### src/rtl/div_iter_param.sv
// Iterative restoring divider for DIV/DIVU, retiring BITS_PER_CYCLE quotient bits per cycle.
// Produces {remainder, quotient}; a zero divisor is flagged alongside ready_o.
module div_iter_param #(
  parameter int unsigned WIDTH          = 32,
  parameter int unsigned BITS_PER_CYCLE = 1
) (
  input  logic                 clk,
  input  logic                 rst,
  input  logic                 signed_div_i,
  input  logic [WIDTH-1:0]     opdata1_i,
  input  logic [WIDTH-1:0]     opdata2_i,
  input  logic                 start_i,
  input  logic                 annul_i,
  output logic [2*WIDTH-1:0]   result_o,
  output logic                 ready_o,
  output logic                 busy_o,
  output logic                 div_by_zero_o
);

  localparam int unsigned N_ITER = WIDTH / BITS_PER_CYCLE;
  localparam int unsigned CNT_W  = $clog2(N_ITER + 1);

  typedef enum logic [1:0] {
    IDLE        = 2'd0,
    DIV_BY_ZERO = 2'd1,
    DIV_ON      = 2'd2,
    DIV_END     = 2'd3
  } state_e;

  state_e             state_q;
  logic [CNT_W-1:0]   cnt_q;
  logic [WIDTH-1:0]   rem_q;
  logic [WIDTH-1:0]   dvd_q;
  logic [WIDTH-1:0]   dsr_q;
  logic               sign1_q;
  logic               sign2_q;
  logic               signed_q;
  logic [2*WIDTH-1:0] result_q;
  logic               ready_q;
  logic               busy_q;
  logic               dbz_q;

  logic [WIDTH-1:0]   op1_mag_c;
  logic [WIDTH-1:0]   op2_mag_c;
  logic [WIDTH-1:0]   rem_d;
  logic [WIDTH-1:0]   dvd_d;
  logic [WIDTH:0]     trial_c;
  logic [WIDTH:0]     diff_c;
  logic [WIDTH-1:0]   quot_fix_c;
  logic [WIDTH-1:0]   rem_fix_c;

  // Operand magnitudes; only signed divides with a set MSB are negated.
  assign op1_mag_c = (signed_div_i && opdata1_i[WIDTH-1]) ? ({WIDTH{1'b0}} - opdata1_i) : opdata1_i;
  assign op2_mag_c = (signed_div_i && opdata2_i[WIDTH-1]) ? ({WIDTH{1'b0}} - opdata2_i) : opdata2_i;

  // Cascaded restoring steps on the {partial remainder, dividend} shift pair.
  always_comb begin
    rem_d   = rem_q;
    dvd_d   = dvd_q;
    trial_c = '0;
    diff_c  = '0;
    for (int unsigned k = 0; k < BITS_PER_CYCLE; k++) begin
      trial_c = {rem_d, dvd_d[WIDTH-1]};
      diff_c  = trial_c - {1'b0, dsr_q};
      rem_d   = diff_c[WIDTH] ? trial_c[WIDTH-1:0] : diff_c[WIDTH-1:0];
      dvd_d   = {dvd_d[WIDTH-2:0], ~diff_c[WIDTH]};
    end
  end

  // Wrap-around sign fix makes MIN / -1 come out as MIN with remainder 0.
  assign quot_fix_c = (signed_q && (sign1_q ^ sign2_q)) ? ({WIDTH{1'b0}} - dvd_q) : dvd_q;
  assign rem_fix_c  = (signed_q && sign1_q) ? ({WIDTH{1'b0}} - rem_q) : rem_q;

  always_ff @(posedge clk) begin
    if (!rst) begin
      state_q  <= IDLE;
      cnt_q    <= '0;
      rem_q    <= '0;
      dvd_q    <= '0;
      dsr_q    <= '0;
      sign1_q  <= 1'b0;
      sign2_q  <= 1'b0;
      signed_q <= 1'b0;
      result_q <= '0;
      ready_q  <= 1'b0;
      busy_q   <= 1'b0;
      dbz_q    <= 1'b0;
    end else begin
      case (state_q)
        IDLE: begin
          ready_q  <= 1'b0;
          result_q <= '0;
          dbz_q    <= 1'b0;
          if (start_i && !annul_i) begin
            busy_q <= 1'b1;
            if (opdata2_i == '0) begin
              state_q <= DIV_BY_ZERO;
            end else begin
              state_q  <= DIV_ON;
              rem_q    <= '0;
              dvd_q    <= op1_mag_c;
              dsr_q    <= op2_mag_c;
              sign1_q  <= opdata1_i[WIDTH-1];
              sign2_q  <= opdata2_i[WIDTH-1];
              signed_q <= signed_div_i;
              cnt_q    <= '0;
            end
          end
        end
        // ready_o rises one cycle after entering DIV_END on this path (2-cycle latency).
        DIV_BY_ZERO: begin
          state_q  <= DIV_END;
          busy_q   <= 1'b0;
          dbz_q    <= 1'b1;
          result_q <= '0;
        end
        DIV_ON: begin
          if (annul_i) begin
            state_q <= IDLE;
            busy_q  <= 1'b0;
          end else if (cnt_q == CNT_W'(N_ITER)) begin
            state_q  <= DIV_END;
            busy_q   <= 1'b0;
            ready_q  <= 1'b1;
            result_q <= {rem_fix_c, quot_fix_c};
          end else begin
            rem_q <= rem_d;
            dvd_q <= dvd_d;
            cnt_q <= cnt_q + CNT_W'(1);
          end
        end
        DIV_END: begin
          if (!start_i) begin
            state_q  <= IDLE;
            ready_q  <= 1'b0;
            result_q <= '0;
            dbz_q    <= 1'b0;
          end else begin
            ready_q <= 1'b1;
          end
        end
        default: state_q <= IDLE;
      endcase
    end
  end

  assign result_o      = result_q;
  assign ready_o       = ready_q;
  assign busy_o        = busy_q;
  assign div_by_zero_o = dbz_q;

endmodule

### config.mk
export PLATFORM = sky130hd
export DESIGN_NAME = div_iter_param
export DESIGN_NICKNAME = d
export VERILOG_FILES = /design/src/rtl/div_iter_param.sv
export SDC_FILE = /design/constraint.sdc
export NUM_CORES = 1
export LEC_CHECK = 0
export ABC_AREA = 1
export BUFFER_PORTS_ARGS = -buffer_cell sky130_fd_sc_hd__buf_4
export CAP_MARGIN = 20
export CORE_UTILIZATION = 40
export CTS_BUF_LIST = sky130_fd_sc_hd__clkbuf_8 sky130_fd_sc_hd__clkbuf_16
export CTS_CLUSTER_DIAMETER = 50
export DETAILED_ROUTE_END_ITERATION = 8
export PLACE_DENSITY_LB_ADDON = 0.3
export REMOVE_ABC_BUFFERS = 1
export SLEW_MARGIN = 30
export SYNTH_ARGS = -nofsm -noshare
export SYNTH_HDL_FRONTEND = slang
export SYNTH_SLANG_ARGS = --single-unit
### constraint.sdc
create_clock -name clk -period 6.7 [get_ports clk]
set_input_delay 1.34 -clock clk [delete_from_list [all_inputs] [get_ports clk]]
set_output_delay 1.34 -clock clk [all_outputs]
set_load 0.1 [all_outputs]
==> qor.yml <==
outcome:
  outcome: "completed"
setup_path:
  path_cells: "buf_4 -> inv_1 -> ha_1 -> nand2_1 -> nor2_2 -> nand2_2 -> nor2_4 -> nand2_2 -> nor2_8 -> nand4_4 -> nand2_4 -> inv_2 -> nor2_1 -> a211oi_2"
  crit_cells: 14
  critPathBufInv: 3
  max_stage_delay_ns: 0.64
  r2r_cells: 10
  end_kind: "flip-flop"
  crit_family: "simple AND/OR/NAND/NOR gates"
  reg2reg_slack_ns: 3.13
  crit_slowest_cell: "nand2_4"
  criticalPathCategory: "input port to flip-flop"
  start_kind: "input port"
  crit_path_max_fanout: 70
  required_ns: 7.01
  cp_common_cell: "nand2_2"
  arrival_ns: 4.08
floorplanning:
  design.core.area_sq_mm: 0.0327
  num_rows: 66
  fp.dieW_um: 185
  die_y_um: 185
  die_area_sq_mm: 0.0341
  num_io_pins: 136
  initial_utilization: 0.408
grt:
  grtUsageTotal: 0.245
  grt-ovfl-total: 0
  grt_max_degree: 104
  grt_pass1_wl_um: 66100
  antenna_found_initial: 0
  grt_pass1_vias: 12805
logic_synthesis:
  synth-edff-count: 0
  synthFlopType: "dfxtp_1"
  synth.cell_area_sq_mm: 0.0134
  async_flop_share: 0
  ys_warn_count: 0
  synth_top_cell_by_area: "dfxtp_1"
  yosys_register_bits: 174
  synth_area_leaders: "dfxtp_1 (26%), nand2_1 (19%), nand3_1 (8.3%)"
  netlist_instances: 2240
  synth_top_area_share: 0.261
  ys_types: 54
  postSynthAreaPerCell_sq_um: 5.96
  ys_seq_area_frac: 0.261
placement:
  place_congestion: 0.948
  hpwl_um: 31700
  placed_area_sq_mm: 0.0145
  pre_cts_ws_ns: 2.46
  portBuffers: 135
cts:
  cts_root_buf: "clkbuf_16"
  clk_latency_ns: 0.46
  cts_buffer_depth: 2
  clk_pin_slew_ns: 0.07
  cts.sinks: 174
  numCtsBuffers: 17
  cts_resized: 0
  hold_buffers: 0
  post-cts-setup-buffers: 0
  htree_levels: 4
  cts_tree: "built"
final_layout:
  most-common-layout-cells: "nand2_1 (688), inv_1 (286), nand3_1 (221)"
  antennaDiodeCount: 0
  finalNetCount: 2431
  drive_above_1_share: 0.107
  fin_area_sq_mm: 0.0152
  nFillCells: 3530
  layout_commonest_cell: "nand2_1"
  area_growth_pct: 13.6
timing:
  hold_slack_ns: 0.464
  max_clock_freq_mhz: 265
  setup_viol: 0
  tns_ns: 0
  fin_skew_ns: 0.0132
  tightest_slew_ns: 0.883
  slew_headroom: 0.411
  finalWorstSetupSlack_ns: 2.93
  rsz0062_at_grt: "false"
  finalCriticalPeriod_ns: 3.77
  finalMaxSlewViolations: 0
  final.period_utilization: 0.563
  hold_violations: 0
power:
  p_per_area_mw_per_mm2: 313
  p_leak_uw: 0.00733
  peakVddDrop_v: 0.000216
  total_power_uw: 4750
hold_path:
  worstHoldPathCells: 2
  holdCritPathClass: "flip-flop to flip-flop"
routing:
  wire_per_inst_um: 14.9
  route.antenna.remaining_nets: 0
  drt_iter0_markers: 1223
  firstDrtPassIters: 5
  vias: 14326
  finalWirelength_um: 41200
  vias_per_cell: 5.17
  drcViolationCount: 0
flow_run:
  drv.max_cap_violation_count: 0
-- cell usage after synthesis (2+ instances only) --
cell,count
buf_1,2
nand3_4,2
buf_6,7
inv_1,287
a2bb2oi_1,2
o211ai_1,6
dfxtp_1,174
nand4_1,34
inv_2,13
nand2_1,688
and2_1,2
a31oi_1,7
or2_1,2
nor4_1,4
nand3b_1,16
buf_2,25
nor2_2,4
or2_2,8
nor2_1,187
clkbuf_1,42
nand3_1,221
xor2_1,54
nor3_1,18
o21ai_0,99
o21ai_1,9
xnor2_1,12
a21oi_1,199
o2111ai_1,2
o21bai_1,4
nor2_4,2
ha_1,44
a211oi_1,2
nand3_2,3
nand2_2,21
buf_4,5
a21oi_2,15
-- report_power, final --
group,switching [uW],internal [uW],total [uW]
logic,1720,631,2350
clock network,496,601,1100
registers,128,1170,1300
-- worst register-to-register path, stage by stage (launching register included) --
cell and delay, ns:
dfxtp_1 0.39, inv_1 0.11, ha_1 0.21, buf_4 0.27, inv_2 0.50, nand2_1 0.15
a21oi_2 0.31, nand2_4 0.49, inv_2 0.76, nand2_1 0.13, a21oi_1 0.17
-- final cells by class --
| type | count | area, sq um | area share |
|---|---|---|---|
| Clock buffer | 17 | 425 | 0.0280 |
| Clock inverter | 15 | 200 | 0.0132 |
| Inverter | 301 | 1130 | 0.0748 |
| Multi-Input combinational cell | 1683 | 8320 | 0.549 |
| Sequential cell | 174 | 3480 | 0.230 |
| Tap cell | 442 | 553 | 0.0365 |
| Timing Repair Buffer | 140 | 1050 | 0.0693 |
-- cells by family (layout without fill, tap and decap cells) --
kind of cell / Yosys count / after routing / share of synthesized area
compound gates: 350 / 350 / 0.141
xor+xnor: 66 / 66 / 0.0433
fa+ha+maj: 45 / 45 / 0.0427
buf+inv: 383 / 473 / 0.116
flops: 174 / 174 / 0.261
simple gates: 1222 / 1222 / 0.396
-- worst paths after layout --
check	startpoint	end
worst min register to register	dsr_q[18]	dsr_q[18]
worst max-delay path	opdata2_i[0]	dvd_q[31]
worst min-delay path	dsr_q[18]	dsr_q[18]
worst max register to register	state_q[0]	dvd_q[6]
-- state kept, by name, summed over array words and instances (netlist names), 2 cells and up --
signal and count:
cnt_q 6, dsr_q 32, dvd_q 32, rem_q 32, result_o 64, state_q 2
-- through the flow --
step,cells,util
after floorplan,2158,-
after global placement,2740,0.445
after detailed placement,2740,0.445
after CTS,2772,0.464
after global routing,2772,0.464
final,2772,0.464
-- per-layer routing --
metal,part of all wire,GRT usage,routed length (um)
met4,0.020,0.0767,840
met1,0.49,0.358,20200
met5,0,0,0
met2,0.42,0.373,17500
met3,0.066,0.0269,2730
Note: power is estimated with default switching activity, not from simulation.
